File: src/rtl/wb_mctrl_arb_if.sv
// WISHBONE bus bundle shared by the two arbiter masters and the wb_mctrl slave port.
// master modport: the side that initiates cycles; slave modport: the side that terminates them.
interface wb_mctrl_arb_if;
  localparam int unsigned ADR_W = 32;
  localparam int unsigned DAT_W = 32;
  localparam int unsigned SEL_W = 4;
  localparam int unsigned CTI_W = 3;
  localparam int unsigned BTE_W = 2;

  logic [ADR_W-1:0] adr;
  logic [DAT_W-1:0] dat_w;
  logic [DAT_W-1:0] dat_r;
  logic [SEL_W-1:0] sel;
  logic             cyc;
  logic             stb;
  logic             we;
  logic [CTI_W-1:0] cti;
  logic [BTE_W-1:0] bte;
  logic             ack;
  logic             err;
  logic             rty;

  modport master (
    output adr, dat_w, sel, cyc, stb, we, cti, bte,
    input  dat_r, ack, err, rty
  );

  modport slave (
    input  adr, dat_w, sel, cyc, stb, we, cti, bte,
    output dat_r, ack, err, rty
  );
endinterface

File: src/rtl/wb_mctrl_arb.sv
// Two-master round-robin WISHBONE arbiter in front of the wb_mctrl main slave port.
// m0 is the instruction-fetch master, m1 the data master. The grant is held for the
// whole cyc, so classic and incrementing bursts are never split between masters.
// Optional unanswered-strobe watchdog: define WB_MCTRL_ARB_WATCHDOG_EN to build it.
module wb_mctrl_arb #(
  parameter int unsigned TIMEOUT = 255,
  parameter int unsigned CNT_W   = 8
) (
  input  logic                clk,
  input  logic                rst,
  wb_mctrl_arb_if.slave       m0,
  wb_mctrl_arb_if.slave       m1,
  wb_mctrl_arb_if.master      s,
  output logic [1:0]          gnt_o
);

  typedef enum logic [1:0] {
    IDLE = 2'b00,
    OWN0 = 2'b01,
    OWN1 = 2'b10
  } state_t;

  state_t state;
  logic   rr_last;   // index of the master that owned the bus last
  logic   stb_mux;   // owner's strobe before any watchdog masking
  logic   wd_fire;   // watchdog terminates the current strobe this cycle

  // Elaboration-time sanity check of the watchdog sizing.
  if ((TIMEOUT == 0) || (64'(TIMEOUT) >= (64'(1) << CNT_W))) begin : g_cfg_bad
    $error("wb_mctrl_arb: TIMEOUT must be in 1 .. 2**CNT_W-1");
  end

  // Arbitration FSM: pick an owner from IDLE, hold it until its cyc drops.
  always_ff @(posedge clk or posedge rst) begin
    if (rst) begin
      state   <= IDLE;
      rr_last <= 1'b1;
    end else begin
      case (state)
        IDLE: begin
          if (m0.cyc && m1.cyc) begin
            state <= rr_last ? OWN0 : OWN1;
          end else if (m0.cyc) begin
            state <= OWN0;
          end else if (m1.cyc) begin
            state <= OWN1;
          end
        end
        OWN0: begin
          if (!m0.cyc) begin
            rr_last <= 1'b0;
            state   <= m1.cyc ? OWN1 : IDLE;
          end
        end
        OWN1: begin
          if (!m1.cyc) begin
            rr_last <= 1'b1;
            state   <= m0.cyc ? OWN0 : IDLE;
          end
        end
        default: state <= IDLE;
      endcase
    end
  end

  // One-hot grant decoded straight from the state register.
  assign gnt_o = {state == OWN1, state == OWN0};

  // Owner's raw strobe; kept separate so the watchdog never loops through s.stb.
  assign stb_mux = (state == OWN0) ? m0.stb :
                   (state == OWN1) ? m1.stb : 1'b0;

`ifdef WB_MCTRL_ARB_WATCHDOG_EN
  logic             term;
  logic [CNT_W-1:0] wd_cnt;

  assign term    = s.ack | s.err | s.rty;
  assign wd_fire = stb_mux && !term && (wd_cnt == CNT_W'(TIMEOUT - 1));

  // Count consecutive unanswered strobe cycles; clear on answer, idle or firing.
  always_ff @(posedge clk or posedge rst) begin
    if (rst) begin
      wd_cnt <= '0;
    end else if (wd_fire || !stb_mux || term) begin
      wd_cnt <= '0;
    end else begin
      wd_cnt <= wd_cnt + CNT_W'(1);
    end
  end
`else
  assign wd_fire = 1'b0;
`endif

  // Request mux towards the slave and termination routing back to the owner only.
  always_comb begin
    s.adr   = m0.adr;
    s.dat_w = m0.dat_w;
    s.sel   = m0.sel;
    s.we    = m0.we;
    s.cti   = m0.cti;
    s.bte   = m0.bte;
    s.cyc   = 1'b0;
    s.stb   = stb_mux & ~wd_fire;

    m0.dat_r = s.dat_r;
    m1.dat_r = s.dat_r;
    m0.ack   = 1'b0;
    m0.err   = 1'b0;
    m0.rty   = 1'b0;
    m1.ack   = 1'b0;
    m1.err   = 1'b0;
    m1.rty   = 1'b0;

    case (state)
      OWN0: begin
        s.cyc  = m0.cyc;
        m0.ack = s.ack;
        m0.err = s.err | wd_fire;
        m0.rty = s.rty;
      end
      OWN1: begin
        s.adr   = m1.adr;
        s.dat_w = m1.dat_w;
        s.sel   = m1.sel;
        s.we    = m1.we;
        s.cti   = m1.cti;
        s.bte   = m1.bte;
        s.cyc   = m1.cyc;
        m1.ack  = s.ack;
        m1.err  = s.err | wd_fire;
        m1.rty  = s.rty;
      end
      default: ;
    endcase
  end

endmodule

File: src/flat_wrapper.sv
// flat-port wrapper written by rule: the top's interface ports become plain ports
module wb_mctrl_arb_flat 
#(
  parameter int unsigned TIMEOUT = 255,
  parameter int unsigned CNT_W   = 8
)
  (clk, rst, gnt_o, m0_adr, m0_dat_w, m0_sel, m0_cyc, m0_stb, m0_we, m0_cti, m0_bte, m0_dat_r, m0_ack, m0_err, m0_rty, m1_adr, m1_dat_w, m1_sel, m1_cyc, m1_stb, m1_we, m1_cti, m1_bte, m1_dat_r, m1_ack, m1_err, m1_rty, s_adr, s_dat_w, s_sel, s_cyc, s_stb, s_we, s_cti, s_bte, s_dat_r, s_ack, s_err, s_rty);
  wb_mctrl_arb_if m0_i ();
  wb_mctrl_arb_if m1_i ();
  wb_mctrl_arb_if s_i ();
  input  logic clk;
  input  logic rst;
  output logic [1:0] gnt_o;
  input wire logic [$bits(m0_i.adr)-1:0] m0_adr;
  input wire logic [$bits(m0_i.dat_w)-1:0] m0_dat_w;
  input wire logic [$bits(m0_i.sel)-1:0] m0_sel;
  input wire logic [$bits(m0_i.cyc)-1:0] m0_cyc;
  input wire logic [$bits(m0_i.stb)-1:0] m0_stb;
  input wire logic [$bits(m0_i.we)-1:0] m0_we;
  input wire logic [$bits(m0_i.cti)-1:0] m0_cti;
  input wire logic [$bits(m0_i.bte)-1:0] m0_bte;
  output wire logic [$bits(m0_i.dat_r)-1:0] m0_dat_r;
  output wire logic [$bits(m0_i.ack)-1:0] m0_ack;
  output wire logic [$bits(m0_i.err)-1:0] m0_err;
  output wire logic [$bits(m0_i.rty)-1:0] m0_rty;
  input wire logic [$bits(m1_i.adr)-1:0] m1_adr;
  input wire logic [$bits(m1_i.dat_w)-1:0] m1_dat_w;
  input wire logic [$bits(m1_i.sel)-1:0] m1_sel;
  input wire logic [$bits(m1_i.cyc)-1:0] m1_cyc;
  input wire logic [$bits(m1_i.stb)-1:0] m1_stb;
  input wire logic [$bits(m1_i.we)-1:0] m1_we;
  input wire logic [$bits(m1_i.cti)-1:0] m1_cti;
  input wire logic [$bits(m1_i.bte)-1:0] m1_bte;
  output wire logic [$bits(m1_i.dat_r)-1:0] m1_dat_r;
  output wire logic [$bits(m1_i.ack)-1:0] m1_ack;
  output wire logic [$bits(m1_i.err)-1:0] m1_err;
  output wire logic [$bits(m1_i.rty)-1:0] m1_rty;
  output wire logic [$bits(s_i.adr)-1:0] s_adr;
  output wire logic [$bits(s_i.dat_w)-1:0] s_dat_w;
  output wire logic [$bits(s_i.sel)-1:0] s_sel;
  output wire logic [$bits(s_i.cyc)-1:0] s_cyc;
  output wire logic [$bits(s_i.stb)-1:0] s_stb;
  output wire logic [$bits(s_i.we)-1:0] s_we;
  output wire logic [$bits(s_i.cti)-1:0] s_cti;
  output wire logic [$bits(s_i.bte)-1:0] s_bte;
  input wire logic [$bits(s_i.dat_r)-1:0] s_dat_r;
  input wire logic [$bits(s_i.ack)-1:0] s_ack;
  input wire logic [$bits(s_i.err)-1:0] s_err;
  input wire logic [$bits(s_i.rty)-1:0] s_rty;
  assign m0_i.adr = m0_adr;
  assign m0_i.dat_w = m0_dat_w;
  assign m0_i.sel = m0_sel;
  assign m0_i.cyc = m0_cyc;
  assign m0_i.stb = m0_stb;
  assign m0_i.we = m0_we;
  assign m0_i.cti = m0_cti;
  assign m0_i.bte = m0_bte;
  assign m0_dat_r = m0_i.dat_r;
  assign m0_ack = m0_i.ack;
  assign m0_err = m0_i.err;
  assign m0_rty = m0_i.rty;
  assign m1_i.adr = m1_adr;
  assign m1_i.dat_w = m1_dat_w;
  assign m1_i.sel = m1_sel;
  assign m1_i.cyc = m1_cyc;
  assign m1_i.stb = m1_stb;
  assign m1_i.we = m1_we;
  assign m1_i.cti = m1_cti;
  assign m1_i.bte = m1_bte;
  assign m1_dat_r = m1_i.dat_r;
  assign m1_ack = m1_i.ack;
  assign m1_err = m1_i.err;
  assign m1_rty = m1_i.rty;
  assign s_adr = s_i.adr;
  assign s_dat_w = s_i.dat_w;
  assign s_sel = s_i.sel;
  assign s_cyc = s_i.cyc;
  assign s_stb = s_i.stb;
  assign s_we = s_i.we;
  assign s_cti = s_i.cti;
  assign s_bte = s_i.bte;
  assign s_i.dat_r = s_dat_r;
  assign s_i.ack = s_ack;
  assign s_i.err = s_err;
  assign s_i.rty = s_rty;
  wb_mctrl_arb #(.TIMEOUT(TIMEOUT), .CNT_W(CNT_W)) u_core (.clk(clk), .rst(rst), .m0(m0_i), .m1(m1_i), .s(s_i), .gnt_o(gnt_o));
endmodule
File: config.mk
export PLATFORM = sky130hd
export DESIGN_NAME = wb_mctrl_arb_flat
export DESIGN_NICKNAME = d
export VERILOG_FILES = /design/src/rtl/wb_mctrl_arb_if.sv /design/src/rtl/wb_mctrl_arb.sv /design/src/flat_wrapper.sv
export SDC_FILE = /design/constraint.sdc
export NUM_CORES = 1
export LEC_CHECK = 0
export ABC_AREA = 0
export ABC_CLOCK_PERIOD_IN_PS = 2600
export CORE_AREA = 2 2 131 133
export CTS_BUF_LIST = sky130_fd_sc_hd__clkbuf_4
export CTS_CLUSTER_DIAMETER = 120
export CTS_CLUSTER_SIZE = 16
export DETAILED_ROUTE_END_ITERATION = 6
export DIE_AREA = 0 0 133 135
export GPL_TIMING_DRIVEN = 0
export SYNTH_ARGS = -nofsm -noshare
export SYNTH_HDL_FRONTEND = slang
export SYNTH_SLANG_ARGS = --single-unit
File: constraint.sdc
create_clock -name clk -period 2.6 [get_ports clk]
set_input_delay 0.52 -clock clk [delete_from_list [all_inputs] [get_ports clk]]
set_output_delay 0.52 -clock clk [all_outputs]
set_load 0.01 [all_outputs]
Word level (Yosys, flattened, before mapping)
Cells that the tools add are included.
W data, S select, Z words.
- flip-flop bits (word level): 3
- input bits: 189
- logic and storage cells: 39
- reduce and logical (&&, ||, !) cells: 5
- equal/unequal tests: 5
- mux-type cells: 27
- operator list (kind ; count):
    $mux W32 ; 2
    $mux W2 ; 8
    $mux W1 ; 12
    $pmux W2 S3 ; 1
    $reduce_and A3 Y1 ; 2
    $mux W4 ; 1
    $ne A2 B2 Y1 const B ; 2
    $ne A4 B3 Y1 const B ; 1
    $pmux W1 S2 ; 2
    $mux W3 ; 1
    $eq A2 B1 Y1 const B ; 1
    $eq A2 B2 Y1 const B ; 1
    $logic_not A2 Y1 ; 1
    $reduce_bool A2 Y1 ; 1
    $logic_and A1 B1 Y1 ; 1

Depth between registers and ports, before layout
Gate-level depths: netlist (run 1).
- depth after elaboration: 4
- gate-level depth with buffers: 7
- mapped depth without buffers: 5

Worst setup path after synthesis (run 1)
OpenSTA, ideal clock, no wires.
- kind: register to output
- start: reg u_core.state[0]
- end: out s_dat_w[26]
- buffers on the path: 3
- path slack: 0.455 ns
- stages on the path, launching flop included: 7
- data arrival time: 1.625 ns
- required time: 2.080 ns
- cells stage by stage: dfrtp_1 inv_1 ha_1 buf_2 buf_2 buf_2 mux2_2
- cells in the longest elaborated chain, start to end: 2
- RTL lines (item ; RTL line ; RTL):
    start, declared ; wb_mctrl_arb.sv:23 ; state_t state;
    start signal, assigned ; wb_mctrl_arb.sv:42 ; state <= rr_last ? OWN0 : OWN1;
    start signal, assigned ; wb_mctrl_arb.sv:52 ; state <= m1.cyc ? OWN1 : IDLE;
    start signal, assigned ; wb_mctrl_arb.sv:58 ; state <= m0.cyc ? OWN0 : IDLE;
    $eq A2 B2 Y1 ; - ;
    net gnt_o[1] ; flat_wrapper.sv:13 ; output logic [1:0] gnt_o;
    $mux W32 ; wb_mctrl_arb.sv:114 ; case (state)
    end, declared ; flat_wrapper.sv:39 ; output wire logic [$bits(s_i.dat_w)-1:0] s_dat_w;
The timed path passes the listed nets, and every way through them passes these cells.

Final worst setup path (run 1)
- start: reg u_core.state[0]
- end: out s_dat_w[4]
- cells in the longest elaborated chain, start to end: 2
- RTL lines (item ; RTL line):
    $eq A2 B2 Y1 ; wb_mctrl_arb.sv:114
    $mux W32 ; wb_mctrl_arb.sv:114
No other way between the ends.

==> results of run 1 <==
-- worst max-delay path: stages (launching register included) --
cell,delay (ns)
dfrtp_1,0.41
inv_2,0.09
ha_2,0.20
buf_8,0.14
buf_12,0.13
buf_6,0.15
mux2_2,0.34
dlygate4sd2_1,0.29
-- cells by family after synthesis --
family	synth area share
compound gates	0.04038
fa+ha+maj	0.03671
buf+inv	0.3216
flops	0.04479
mux	0.4978
simple gates	0.05873
-- power groups by stage --
stage | Sequential, mW | Clock, mW | Combinational, mW
floorplan | 0.0899 | 0 | 1.27
global placement | 0.0950 | 0 | 2.59
detailed placement | 0.0954 | 0 | 2.61
CTS | 0.0959 | 0.0985 | 2.53
global route | 0.101 | 0.104 | 2.71
finish | 0.0966 | 0.0932 | 2.53
-- worst paths after layout --
kind / endpoint / slack (ns) / cells past startpoint
max: s_dat_w[4] / 0.09 / 7
min: u_core.state[1] / 0.46 / 2
max reg2reg: u_core.state[1] / 0.75 / 7
min reg2reg: u_core.rr_last / 0.53 / 1
max in group asynchronous: u_core.rr_last / 1.94 / 2
min in group clk: u_core.rr_last / 0.53 / 1
-- metal layers --
layer / vias to the layer above / GRT usage / part of all wire
li1: 1195 / - / -
met1: 1117 / 0.1016 / 0.33
met2: 181 / 0.2188 / 0.57
met3: 4 / 0.02402 / 0.096
met4: 0 / 0.01613 / 0.0050
met5: - / 0 / 0
-- cells in the final DEF (no fill, tap or decap), types with 2 or more instances in the layout --
master / instances
a22o_1: 2
and2_1: 7
buf_2: 2
buf_4: 70
buf_6: 4
buf_8: 4
clkbuf_2: 2
clkbuf_4: 4
clkdlybuf4s15_2: 3
clkdlybuf4s50_1: 229
dfrtp_1: 2
dlygate4sd2_1: 57
dlymetal6s2s_1: 10
ha_1: 4
inv_1: 3
mux2_2: 74
nand2b_1: 2
-- final cells by class --
class                           count  area (um^2)  area share
Buffer                             73        605.6      0.1185
Clock buffer                        4        30.03    0.005874
Inverter                            4        15.01    0.002937
Multi-Input combinational cell    104         1085      0.2122
Sequential cell                     3        76.32     0.01493
Tap cell                          220        275.3     0.05384
Timing Repair Buffer              310         3025      0.5918
-- flip-flops by register name, indices dropped and copies added, names as in the netlist --
register	count
u_core.rr_last	1
u_core.state	2
-- timing repair --
item | 4_1_cts | 5_1_grt
resized for setup | 99 | 18
endpoints found under the setup margin | 75 | 47
buffers inserted | 1 | 5
-- per-stage QoR --
stage	worst slack [ns]	setup TNS, ns
global placement	-0.3977	-9.060
detailed placement	-0.4102	-9.248
floorplan	0.4548	0
global route	-0.01322	-0.03791
finish	0.09305	0
CTS	0.001201	0
==> out/results.tsv, run 1 <==
stage	metric	value	unit
routing	post_drt_wl_per_cell	14.32	um
pwr	p_per_area	533.0	nW/um^2
cells_and_area	stdcell_count	718	
synthesis	synthDistinctLibCells	23	
routing	avgViaCountPerCell	3.478	
synthesis	ys_warn_count	0	
hold_path	hp-class	in2async	
cells_and_area	fillers	1718	
clocking	clockBufferDepth	2	
pwr	power_frac_comb	0.930	
routing	drcViolationCount	0	
timing	rsz0062_at_grt	true	
cells_and_area	utilization	0.3116	
setup_path	crit-reg2reg-launch	u_core.state[0]	
clocking	hold_buffers	0	
routing	drt_pass1_iterations	4	
grt	grt_max_degree	11	
timing	setup_violations	0	
setup_path	crit_fanout	10	
timing	maxSlewHeadroom	0.7728	
synthesis	synth_edf_count	0	
timing	period_needed	2.507	ns
setup_path	path_class	reg2out	
floorplan	dieArea	17960	um^2
grt	antenna_found_initial	0	
pwr	swShare	0.3795	
placement	dp_cells	708	
synthesis	avgSynthCellArea	9.262	um^2
placement	place_hpwl	9297	um
synthesis	synthTopCellsByCount	mux2_2 (74), buf_4 (67), and2_1 (7), buf_2 (6), ha_1 (5)	
pwr	intPower	1.691	mW
grt	grt_pass1_vias	2643	
setup_path	startpoint_type	register	
synthesis	synth_ff_type	dfrtp_1	
synthesis	synth_largest_area_cell	mux2_2	
setup_path	worstPathArrival	1.99	ns
clocking	numCtsBuffers	3	
pwr	p_sw	1.034	mW
synthesis	synth_cells	184	
timing	min_period_over_period	0.9642	
synthesis	async_flop_share	1.000	
synthesis	synth_area_leaders	mux2_2 (49%), buf_4 (30%), ha_1 (3.7%)	
synthesis	syn_nets	378	
synthesis	yosysSeqAreaShare	0.04479	
floorplan	fp.dieH	135	um
floorplan	rows	47	
timing	slew_viol_final	0	
routing	vias	2497	
synthesis	yosysMostFrequentCell	mux2_2	
floorplan	start_util	0.1039	
cells_and_area	nets	693	
synthesis	synth_top_cell_area_share	0.4890	
pwr	p_leak	2.220	nW
cells_and_area	fin_area	5112	um^2
pwr	ir_drop	0.2394	mV
cells_and_area	drive_above_1_share	0.3454	
routing	ant_nets	0	
pwr	p_total	2.725	mW
timing	hold_ws	0.4584	ns
cells_and_area	area_growth	200.0	%
clocking	clkTransAtPathRegs	0.03	ns
floorplan	ios	337	
pwr	clkPwrFrac	0.034	
routing	drtIter0Drc	25	
placement	routabilityCongestion	0.7743	
setup_path	startpoint	u_core.state[0]	
clocking	cts_sinks	3	
clocking	cts_tree	done	
grt	grt-ovfl-total	0	
timing	finalHoldViolCount	0	
grt	grt_pass1_wl	14500	um
cells_and_area	num_antenna_cells	0	
timing	tightest_slew	0.3409	ns
placement	dpl-instance-area	5022	um^2
routing	routed_wl	10280	um
run_status	outcome	completed	
timing	fin_skew	0.004107	ns
clocking	clock_latency	0.24	ns
clocking	h-tree-depth	1	
setup_path	cp.required	2.08	ns
synthesis	ys_ff_latch	3	
placement	portBuffers	304	
setup_path	crit_path_end_kind	output pin	
clocking	root_buffer	clkbuf_4	
synthesis	synth_area	1704	um^2
floorplan	die_w	133	um
grt	grt_use_total	0.1032	
pwr	p_seq_frac	0.035	
timing	fmax	398.9	MHz
job	drv_cap	0	
floorplan	fp.coreArea	16410	um^2
No activity file was read; power rests on OpenSTA's default activity.
==> inputs of run 2 (changes only) <==
==> constraint.sdc (replaced) <==
create_clock -name clk -period 2.6 [get_ports clk]
set_input_delay 0.52 -clock clk [delete_from_list [all_inputs] [get_ports clk]]
set_output_delay 0.52 -clock clk [all_outputs]
set_load 0.02 [all_outputs]
==> run 2 against run 1 <==
  * Critical path depth did not move
  * Wire length fell by 0.22%
  * Global-route usage about the same
  * Clock power hardly changed
  * Combinational power grew 11%
  * Critical path type unchanged
==> out/results.tsv, run 2 (synthesis results as in run 1) <==
stage	metric	value	unit
setup_path	critPathMaxStageDelay	0.41	ns
setup_path	crit_path_end_kind	output pin	
timing	period_needed	2.489	ns
routing	post_drt_wl_per_cell	14.41	um
floorplan	dieArea	17960	um^2
routing	ant_nets	0	
pwr	ir_drop	0.2345	mV
placement	dp_cells	708	
setup_path	path_depth	7	
setup_path	reg2reg_depth	6	
hold_path	hp-class	in2async	
setup_path	crit-reg2reg-launch	u_core.state[0]	
setup_path	path_class	reg2out	
grt	grt_use_met1	0.1016	
floorplan	die_w	133	um
timing	fin_skew	0.004133	ns
cells_and_area	mostFrequentLayoutCells	clkdlybuf4s50_1 (229), mux2_2 (74), buf_4 (67)	
run_status	outcome	completed	
floorplan	fp.dieH	135	um
cells_and_area	fillers	1702	
routing	drt_pass1_iterations	4	
cells_and_area	nets	687	
timing	tightest_slew	0.3061	ns
cells_and_area	top_regs	u_core.state x2, u_core.rr_last x1	
cells_and_area	num_antenna_cells	0	
timing	fmax	401.7	MHz
cells_and_area	drive_above_1_share	0.4004	
timing	setup_violations	0	
timing	rsz0062_at_grt	false	
grt	grt_pass1_vias	2649	
job	drv_cap	0	
floorplan	ios	337	
clocking	hold_buffers	0	
grt	gr-usage-met3	0.02402	
timing	tns	0	ns
floorplan	rows	47	
cells_and_area	top_register	u_core.state	
routing	drcViolationCount	0	
pwr	p_leak	2.096	nW
cells_and_area	largest_reg_flops	2	
clocking	clockBufferDepth	2	
setup_path	startpoint_type	register	
floorplan	fp.coreArea	16410	um^2
routing	vias	2472	
routing	routed_wl	10260	um
cells_and_area	stdcell_count	712	
setup_path	startpoint	u_core.state[0]	
grt	met2_usage	0.2199	
cells_and_area	final_common_cell	clkdlybuf4s50_1	
clocking	root_buffer	clkbuf_4	
setup_path	cp.required	2.08	ns
setup_path	critPathTopFamily	buffers and inverters	
timing	finalHoldViolCount	0	
setup_path	path_cells	inv_2 -> ha_2 -> buf_6 -> buf_12 -> buf_8 -> mux2_2 -> clkdlybuf4s15_2	
clocking	h-tree-depth	1	
setup_path	worstPathArrival	1.97	ns
cells_and_area	multi_input_area	1085	um^2
clocking	cts_tree	done	
clocking	clkTransAtPathRegs	0.03	ns
grt	top_usage_layer	met2	
placement	routabilityCongestion	0.7743	
grt	grt_pass1_wl	14550	um
grt	antenna_found_initial	0	
grt	grt_max_degree	11	
setup_path	rrSetupSlack	0.87	ns
placement	place_hpwl	9297	um
grt	grt-ovfl-total	0	
timing	min_period_over_period	0.9575	
routing	drtIter0Drc	22	
floorplan	start_util	0.1039	
grt	grt_use_total	0.1036	
cells_and_area	final-seq-area	76.32	um^2
setup_path	critPathBufInv	5	
clocking	clock_latency	0.24	ns
clocking	numCtsBuffers	3	
setup_path	setup.worst_path.end	s_dat_w[13]	
pwr	p_per_area	594.6	nW/um^2
timing	maxSlewHeadroom	0.7955	
setup_path	crit_slowest_cell	dfrtp_1	
clocking	cts_sinks	3	
timing	slew_viol_final	0	
routing	avgViaCountPerCell	3.472	
cells_and_area	area_growth	194.7	%
setup_path	crit_fanout	10	
setup_path	reg2reg_to	u_core.state[0]	
placement	portBuffers	304	
-- run 2: area by class of cell --
cell class / count / share of cell area
plain buffers: 73 / 0.1168
flip-flops and latches: 3 / 0.01520
multi-input cells: 104 / 0.2160
inverters: 4 / 0.002990
well taps: 220 / 0.05481
repair buffers: 304 / 0.5882
clock buffers: 4 / 0.005979
-- run 2: what timing repair did --
action / CTS / global route
endpoints found under the setup margin: 75 / 48
resized for setup: 167 / 16
setup buffers: 0 / 0
gates cloned: 0 / 0
-- run 2: layer usage --
metal | share of wire | vias to the layer above
li1 | - | 1186
met1 | 0.33 | 1104
met2 | 0.57 | 178
met3 | 0.096 | 4
met4 | 0.0050 | 0
met5 | 0 | -
-- run 2: report_power, final --
group / internal, mW / switching, mW / total [mW]
registers: 0.0742 / 0.0224 / 0.0966
clock network: 0.0680 / 0.0254 / 0.0933
logic: 1.48 / 1.32 / 2.80
total: 1.62 / 1.37 / 2.99
-- run 2: worst min path at each step --
stage	endpoint	slack [ns]	startpoint	cells past startpoint
floorplan	u_core.state[0]	0.27	rst	1
CTS	u_core.state[1]	0.46	rst	2
global placement	u_core.rr_last	0.53	u_core.rr_last	1
global route	u_core.state[1]	0.47	rst	2
finish	u_core.state[1]	0.46	rst	2
detailed placement	u_core.rr_last	0.53	u_core.rr_last	1
-- run 2: metrics by stage --
| stage | hold WS (ns) | instance area, um^2 | setup WS [ns] | util | power [mW] |
|---|---|---|---|---|---|
| 2_1_floorplan | 0.2729 | 1704 | 0.3313 | - | 1.723 |
| 3_3_place_gp | 0.5298 | 5022 | -0.4521 | 0.3061 | 3.037 |
| 3_5_place_dp | 0.5300 | 5022 | -0.4645 | 0.3061 | 3.056 |
| 4_1_cts | 0.4552 | 5044 | -0.04790 | 0.3074 | 3.036 |
| 5_1_grt | 0.4724 | 5022 | 0.004233 | 0.3061 | 3.172 |
| 6_report | 0.4581 | 5022 | 0.1106 | 0.3061 | 2.986 |
